**config.mk**
```make
export PLATFORM = sky130hd
export DESIGN_NAME = fib_stream_flat
export DESIGN_NICKNAME = d
export VERILOG_FILES = /design/src/rtl/fib_stream_if.sv /design/src/rtl/fib_stream.sv /design/src/flat_wrapper.sv
export SDC_FILE = /design/constraint.sdc
export NUM_CORES = 1
export LEC_CHECK = 0
export ABC_AREA = 1
export CAP_MARGIN = 5
export CORE_MARGIN = 5
export CORE_UTILIZATION = 47
export DETAILED_ROUTE_END_ITERATION = 10
export GPL_TIMING_DRIVEN = 0
export PLACE_DENSITY = 0.82
export SYNTH_ARGS = -nofsm -noshare
export SYNTH_HDL_FRONTEND = slang
export SYNTH_SLANG_ARGS = --single-unit
```
**constraint.sdc**
```tcl
create_clock -name clk -period 1.7 [get_ports clk]
set_input_delay 0.255 -clock clk [delete_from_list [all_inputs] [get_ports clk]]
set_output_delay 0.255 -clock clk [all_outputs]
set_load 0.01 [all_outputs]
```
**src/rtl/fib_stream_if.sv**
```systemverilog
// Valid/ready term stream carried between fib_stream and its sink.
interface fib_stream_if #(
    parameter int unsigned WIDTH = 16
);
    logic             out_valid;
    logic             out_ready;
    logic [WIDTH-1:0] out_data;
    logic             out_last;

    modport master (output out_valid, output out_data, output out_last, input out_ready);
    modport slave  (input out_valid, input out_data, input out_last, output out_ready);
endinterface

```
**src/rtl/fib_stream.sv**
```systemverilog
// Streams terms t0..tn of t(k+2)=t(k)+t(k+1) from port seeds over a valid/ready stream.
// Define FIB_STREAM_OVF_EN to end a run early (with ovf) when the next computed term overflows.
module fib_stream #(
    parameter int unsigned WIDTH = 16,
    parameter int unsigned NW    = 6
) (
    input  logic             clk,
    input  logic             resetn,
    input  logic             pause,
    input  logic             start,
    input  logic [NW-1:0]    n,
    input  logic [WIDTH-1:0] seed0,
    input  logic [WIDTH-1:0] seed1,
    output logic             busy,
    output logic             done,
    output logic             ovf,
    fib_stream_if.master     strm
);
    typedef enum logic [1:0] {StIdle, StPresent, StGap} state_e;

    state_e           state_q, state_d;
    logic [WIDTH-1:0] a_q, b_q;
    logic [NW-1:0]    k_q, n_q;
    logic             done_q;
    logic             accept, hs, at_last;

`ifdef FIB_STREAM_OVF_EN
    logic [WIDTH:0] sum;
    logic           bovf_q, ovf_q;
    assign sum     = {1'b0, a_q} + {1'b0, b_q};
    // A pending overflowed b means the beat now presented is the final one.
    assign at_last = (k_q == n_q) || bovf_q;
`else
    logic [WIDTH-1:0] sum;
    assign sum     = a_q + b_q;
    assign at_last = (k_q == n_q);
`endif

    assign accept = (state_q == StIdle) && start && !pause;
    assign hs     = strm.out_valid && strm.out_ready;

    always_comb begin
        state_d = state_q;
        unique case (state_q)
            StIdle:    if (accept) state_d = StPresent;
            StPresent: begin
                if (hs) begin
                    if (at_last)    state_d = StIdle;
                    else if (pause) state_d = StGap;
                    else            state_d = StPresent;
                end
            end
            StGap:     if (!pause) state_d = StPresent;
            default:   state_d = StIdle;
        endcase
    end

    always_ff @(posedge clk) begin
        if (!resetn) state_q <= StIdle;
        else         state_q <= state_d;
    end

    always_ff @(posedge clk) begin
        if (!resetn) begin
            a_q    <= '0;
            b_q    <= '0;
            k_q    <= '0;
            n_q    <= '0;
            done_q <= 1'b0;
        end else begin
            done_q <= 1'b0;
            if (accept) begin
                a_q <= seed0;
                b_q <= seed1;
                k_q <= '0;
                n_q <= n;
            end else if (hs) begin
                if (at_last) begin
                    done_q <= 1'b1;
                end else begin
                    a_q <= b_q;
                    b_q <= sum[WIDTH-1:0];
                    k_q <= k_q + NW'(1);
                end
            end
        end
    end

`ifdef FIB_STREAM_OVF_EN
    always_ff @(posedge clk) begin
        if (!resetn) begin
            bovf_q <= 1'b0;
            ovf_q  <= 1'b0;
        end else begin
            ovf_q <= 1'b0;
            if (accept)              bovf_q <= 1'b0;
            else if (hs && !at_last) bovf_q <= sum[WIDTH];
            // Overflow coinciding with the natural last term is not a truncation.
            else if (hs)             ovf_q  <= bovf_q && (k_q != n_q);
        end
    end
    assign ovf = ovf_q;
`else
    assign ovf = 1'b0;
`endif

    assign busy          = (state_q != StIdle);
    assign done          = done_q;
    assign strm.out_valid = (state_q == StPresent);
    assign strm.out_data  = a_q;
    assign strm.out_last  = (state_q == StPresent) && at_last;
endmodule

```
**src/flat_wrapper.sv**
```systemverilog
// flat-port wrapper written by rule: the top's interface ports become plain ports
module fib_stream_flat 
#(
    parameter int unsigned WIDTH = 16,
    parameter int unsigned NW    = 6
)
  (clk, resetn, pause, start, n, seed0, seed1, busy, done, ovf, strm_out_valid, strm_out_data, strm_out_last, strm_out_ready);
  fib_stream_if #(.WIDTH(WIDTH)) strm_i ();
  input  logic clk;
  input  logic resetn;
  input  logic pause;
  input  logic start;
  input  logic [NW-1:0] n;
  input  logic [WIDTH-1:0] seed0;
  input  logic [WIDTH-1:0] seed1;
  output logic busy;
  output logic done;
  output logic ovf;
  output wire logic [$bits(strm_i.out_valid)-1:0] strm_out_valid;
  output wire logic [$bits(strm_i.out_data)-1:0] strm_out_data;
  output wire logic [$bits(strm_i.out_last)-1:0] strm_out_last;
  input wire logic [$bits(strm_i.out_ready)-1:0] strm_out_ready;
  assign strm_out_valid = strm_i.out_valid;
  assign strm_out_data = strm_i.out_data;
  assign strm_out_last = strm_i.out_last;
  assign strm_i.out_ready = strm_out_ready;
  fib_stream #(.WIDTH(WIDTH), .NW(NW)) u_core (.clk(clk), .resetn(resetn), .pause(pause), .start(start), .n(n), .seed0(seed0), .seed1(seed1), .busy(busy), .done(done), .ovf(ovf), .strm(strm_i));
endmodule
```
==> metrics.md <==
| Metric | Value |
|---|---|
| Vias post-DR | `between 3000 and 4000` |
| Max VDD drop | `0.5333 mV` |
| Max-slew violations | `0` |
| Vias in the first global route | `3362` |
| Finish-stage setup viols | `1` |
| Clock Latency Late Sink | `310 ps` |
| CTS clk-pin slew, worst paths | `around 100 ps` |
| DRC | `0` |
| Run status | `complete, but fails checks` |
| Fill cell count | `542` |
| TritonCTS buffer count | `5` |
| Synth Net Count | `539` |
| Layout overhead on the synthesized area | `37.56%` |
| Rows | `29` |
| Sequential Area | `978.4 sq um` |
| Die Area | `8276 sq um` |
| Max-cap viol count | `0` |
| Crit-path slowest cell | `fa_2` |
| DR WL/cell | `14.62 microns` |
| Top post-synthesis cells by area | `dfxtp_1 31%, nand2_1 19%, ha_1 6.5%` |
| Fin crit share | `100.6%` |
| Comb power frac | `36.4%` |
| GRT Overall Usage | `a little over a fifth` |
| First-pass GRT wire length | `14.68 mm` |
| Largest stage delay, worst path | `between 300 and 400 ps` |
| Final nets | `roughly 610` |
| Worst EP required | `1880 ps` |
| Antenna diode count | `0` |
| Clock Skews | `14.74 ps` |
| DP Wirelength | `6.707 mm` |
| Post-Syn Area per Cell | `6.434 sq um` |
| Primary FF master, synth | `dfxtp_1` |
| Switching share of power | `between 30 and 40%` |
| Bufs on Longest Clock Path | `2` |
| CP startpoint kind | `flop` |
| Pin count of the biggest net entering global routing | `15` |
| P_int | `about 2.2 mW` |
| Yosys top cell area share | `30.53%` |
| Synthesized flop and latch total | `47` |
| Via density | `5.304` |
| TritonRoute pass-1 iters | `4` |
| CP Capture Type | `flop` |
| WS Path Type | `flop to flop` |
| Layout cells sized above 1 | `21.44%` |
| Fin. Hold Viols | `0` |
| Critical Path Source | `u_core.strm.out_data[0]` |
| ANT nets after route | `0` |
| Most used cell, CP | `nand2_2` |
| Gpl congestion | `0.9241` |
| Sequential area share after synthesis | `just over 30%` |
| Failing checks | `negative setup slack` |
| Final worst setup slack | `-10.38 ps` |
| Net Switching | `1.192 mW` |
| Biggest area consumer among synthesized cells | `dfxtp_1` |
| Initial Util | `48.53%` |
| Cells after Synth | `about 480` |
| Iteration-0 DRC count of the detailed router | `242` |
| Root Buffer | `clkbuf_8` |
| I/O pins | `between 60 and 70` |
| Die X-Extent | `90.98 microns` |
| Fmax | `584.7 MHz` |
| Cell Pwr Density | `789.7 nW/um^2` |
| Clock Sink Count | `47` |
| Critical path cell sequence | `ha_4, fa_2, nand2_2, nand2_2, nand3b_1, nand2_2, nand2_2, nand2_1, nand2_1, nand3_1, nand2_1, a21oi_2` |
| CTS H-tree depth | `2` |
| Chip height | `90.98 microns` |
| Least-Margin Pin Slew | `555.1 ps` |
| Initial antenna violation count | `0` |
| Placed Instance Area | `approximately 3800 sq um` |
| Synthesized cell area | `3082 sq um` |
| Grt total ovfl | `0` |
| Min Tclk post-route | `1710 ps` |
| Post-synth ARST share | `0%` |
| Crit Path Max Fanout | `3` |
| Pre-CTS setup slack | `-254.5 ps` |
| Number of synthesized flops with an enable pin | `0` |
| FF-to-FF Start | `u_core.strm.out_data[0]` |
| Fin area | `about 4200 sq um` |
| CTS tree | `built` |
| Drt total wl | `9.239 mm` |
| Synth warn | `0` |
| Core area | `between 6000 and 7000 sq um` |
| Hold Crit Start | `u_core.n_q[4]` |
| WHS | `483.3 ps` |
| Leakage | `~1.8 nW` |
| Port Buffers | `62` |
| Clock Power Share | `23.6%` |
| Netlist cell types | `35` |
| Hold Buf Count CTS | `0` |
| Crit path DAT | `~1900 ps` |
| Worst slew margin | `63.00%` |
| Area of the multi-input gates | `slightly above 2000 sq um` |
| Reg power frac | `40.0%` |
| Hold Crit Class | `flop to flop` |
| RSZ-0062 raised after global routing | `yes` |
## power groups by stage
| stage | logic, mW | clock network, mW | registers (mW) |
|---|---|---|---|
| after floorplan | 0.688 | 0 | 1.32 |
| after global placement | 1.05 | 0 | 1.32 |
| after detailed placement | 1.07 | 0 | 1.32 |
| after CTS | 1.12 | 0.782 | 1.30 |
| after global routing | 1.34 | 0.840 | 1.35 |
| final | 1.22 | 0.792 | 1.34 |
## synthesized netlist by cell type (3+ instances only)
cell type,count
nand2_1,154
xor2_1,9
inv_1,50
nor2_2,3
buf_2,4
ha_1,16
nand3_1,36
nor3_1,9
dfxtp_1,47
inv_2,8
xnor2_1,4
nor2_1,35
a21oi_1,35
buf_4,5
a31oi_1,16
clkbuf_1,5
buf_6,3
o21ai_0,14
o21ai_1,4
## final timing paths
path / slack, ps / end / cells past startpoint
setup / recovery: -10 / u_core.b_q[14] / 12
hold / removal: 480 / u_core.n_q[4] / 2
setup reg to reg: -10 / u_core.b_q[14] / 12
hold reg to reg: 480 / u_core.n_q[4] / 2
## state kept, by name (all words and copies together) (netlist names)
register              flops
u_core.k_q                6
u_core.done               1
u_core.b_q               16
u_core.n_q                6
u_core.strm.out_data     16
u_core.state_q            2
## layer usage
layer	share of wire (%)	track usage (%)
met1	41	25.18
met2	51	36.60
met3	5.5	3.719
met4	2.7	8.557
met5	0	0
## repair_timing
action | in CTS | in global routing
pin swaps | 9 | 15
buffers inserted | 5 | 1
endpoints found under the setup margin | 11 | 28
resized for setup | 21 | 65
## cell families after synthesis
| logic type | count (synthesis) | share of synthesized area (%) |
|---|---|---|
| buffers and inverters | 77 | 10.88 |
| other | 1 | 0.1217 |
| and+or+nand+nor | 253 | 35.20 |
| xor gates and xnor gates | 13 | 3.695 |
| DFF | 47 | 30.53 |
| AOI/OAI and AO/OA | 71 | 12.42 |
| adders and majority gates | 17 | 7.146 |
## cell usage in the layout, fill, tap and decap left out, drive strengths merged
cell type,count
a21oi,36
a31oi,16
and2,1
buf,20
clkbuf,12
clkdlybuf4s50,60
clkinv,1
clkinvlp,1
conb,1
dfxtp,47
dlymetal6s2s,1
fa,1
ha,16
inv,58
nand2,157
nand3,38
nand3b,2
nand4,3
nor2,40
nor3,9
nor4,1
o21ai,18
o221ai,1
or2,2
xnor2,4
xor2,9
## final cells by class
class	instances	share of cell area, %
Clock inverter	1	0.1771
Inverter	59	5.224
Timing Repair Buffer	68	15.64
Buffer	18	2.804
Sequential cell	47	23.08
Tap cell	77	2.273
Clock buffer	7	2.273
Multi-Input combinational cell	355	48.52
## through the flow
stage / cells / util, % / total power, mW / setup TNS, ps
2_1_floorplan: 479 / - / 2.005 / 0
3_3_place_gp: 618 / 59.92 / 2.363 / -5911
3_5_place_dp: 618 / 59.92 / 2.396 / -7176
4_1_cts: 631 / 63.01 / 3.202 / -19.30
5_1_grt: 632 / 66.76 / 3.532 / -381.9
6_report: 632 / 66.76 / 3.348 / -10.38
## worst max-delay path: cells and delay by family (launching register included)
kind | cells | cell delay, ps
adder cells (fa/ha/maj) | 2 | 520
flip-flops | 1 | 350
AO/OA/AOI/OAI | 1 | 50
AND/OR/NAND/NOR | 9 | 670
No activity file was read; power rests on OpenSTA's default activity.
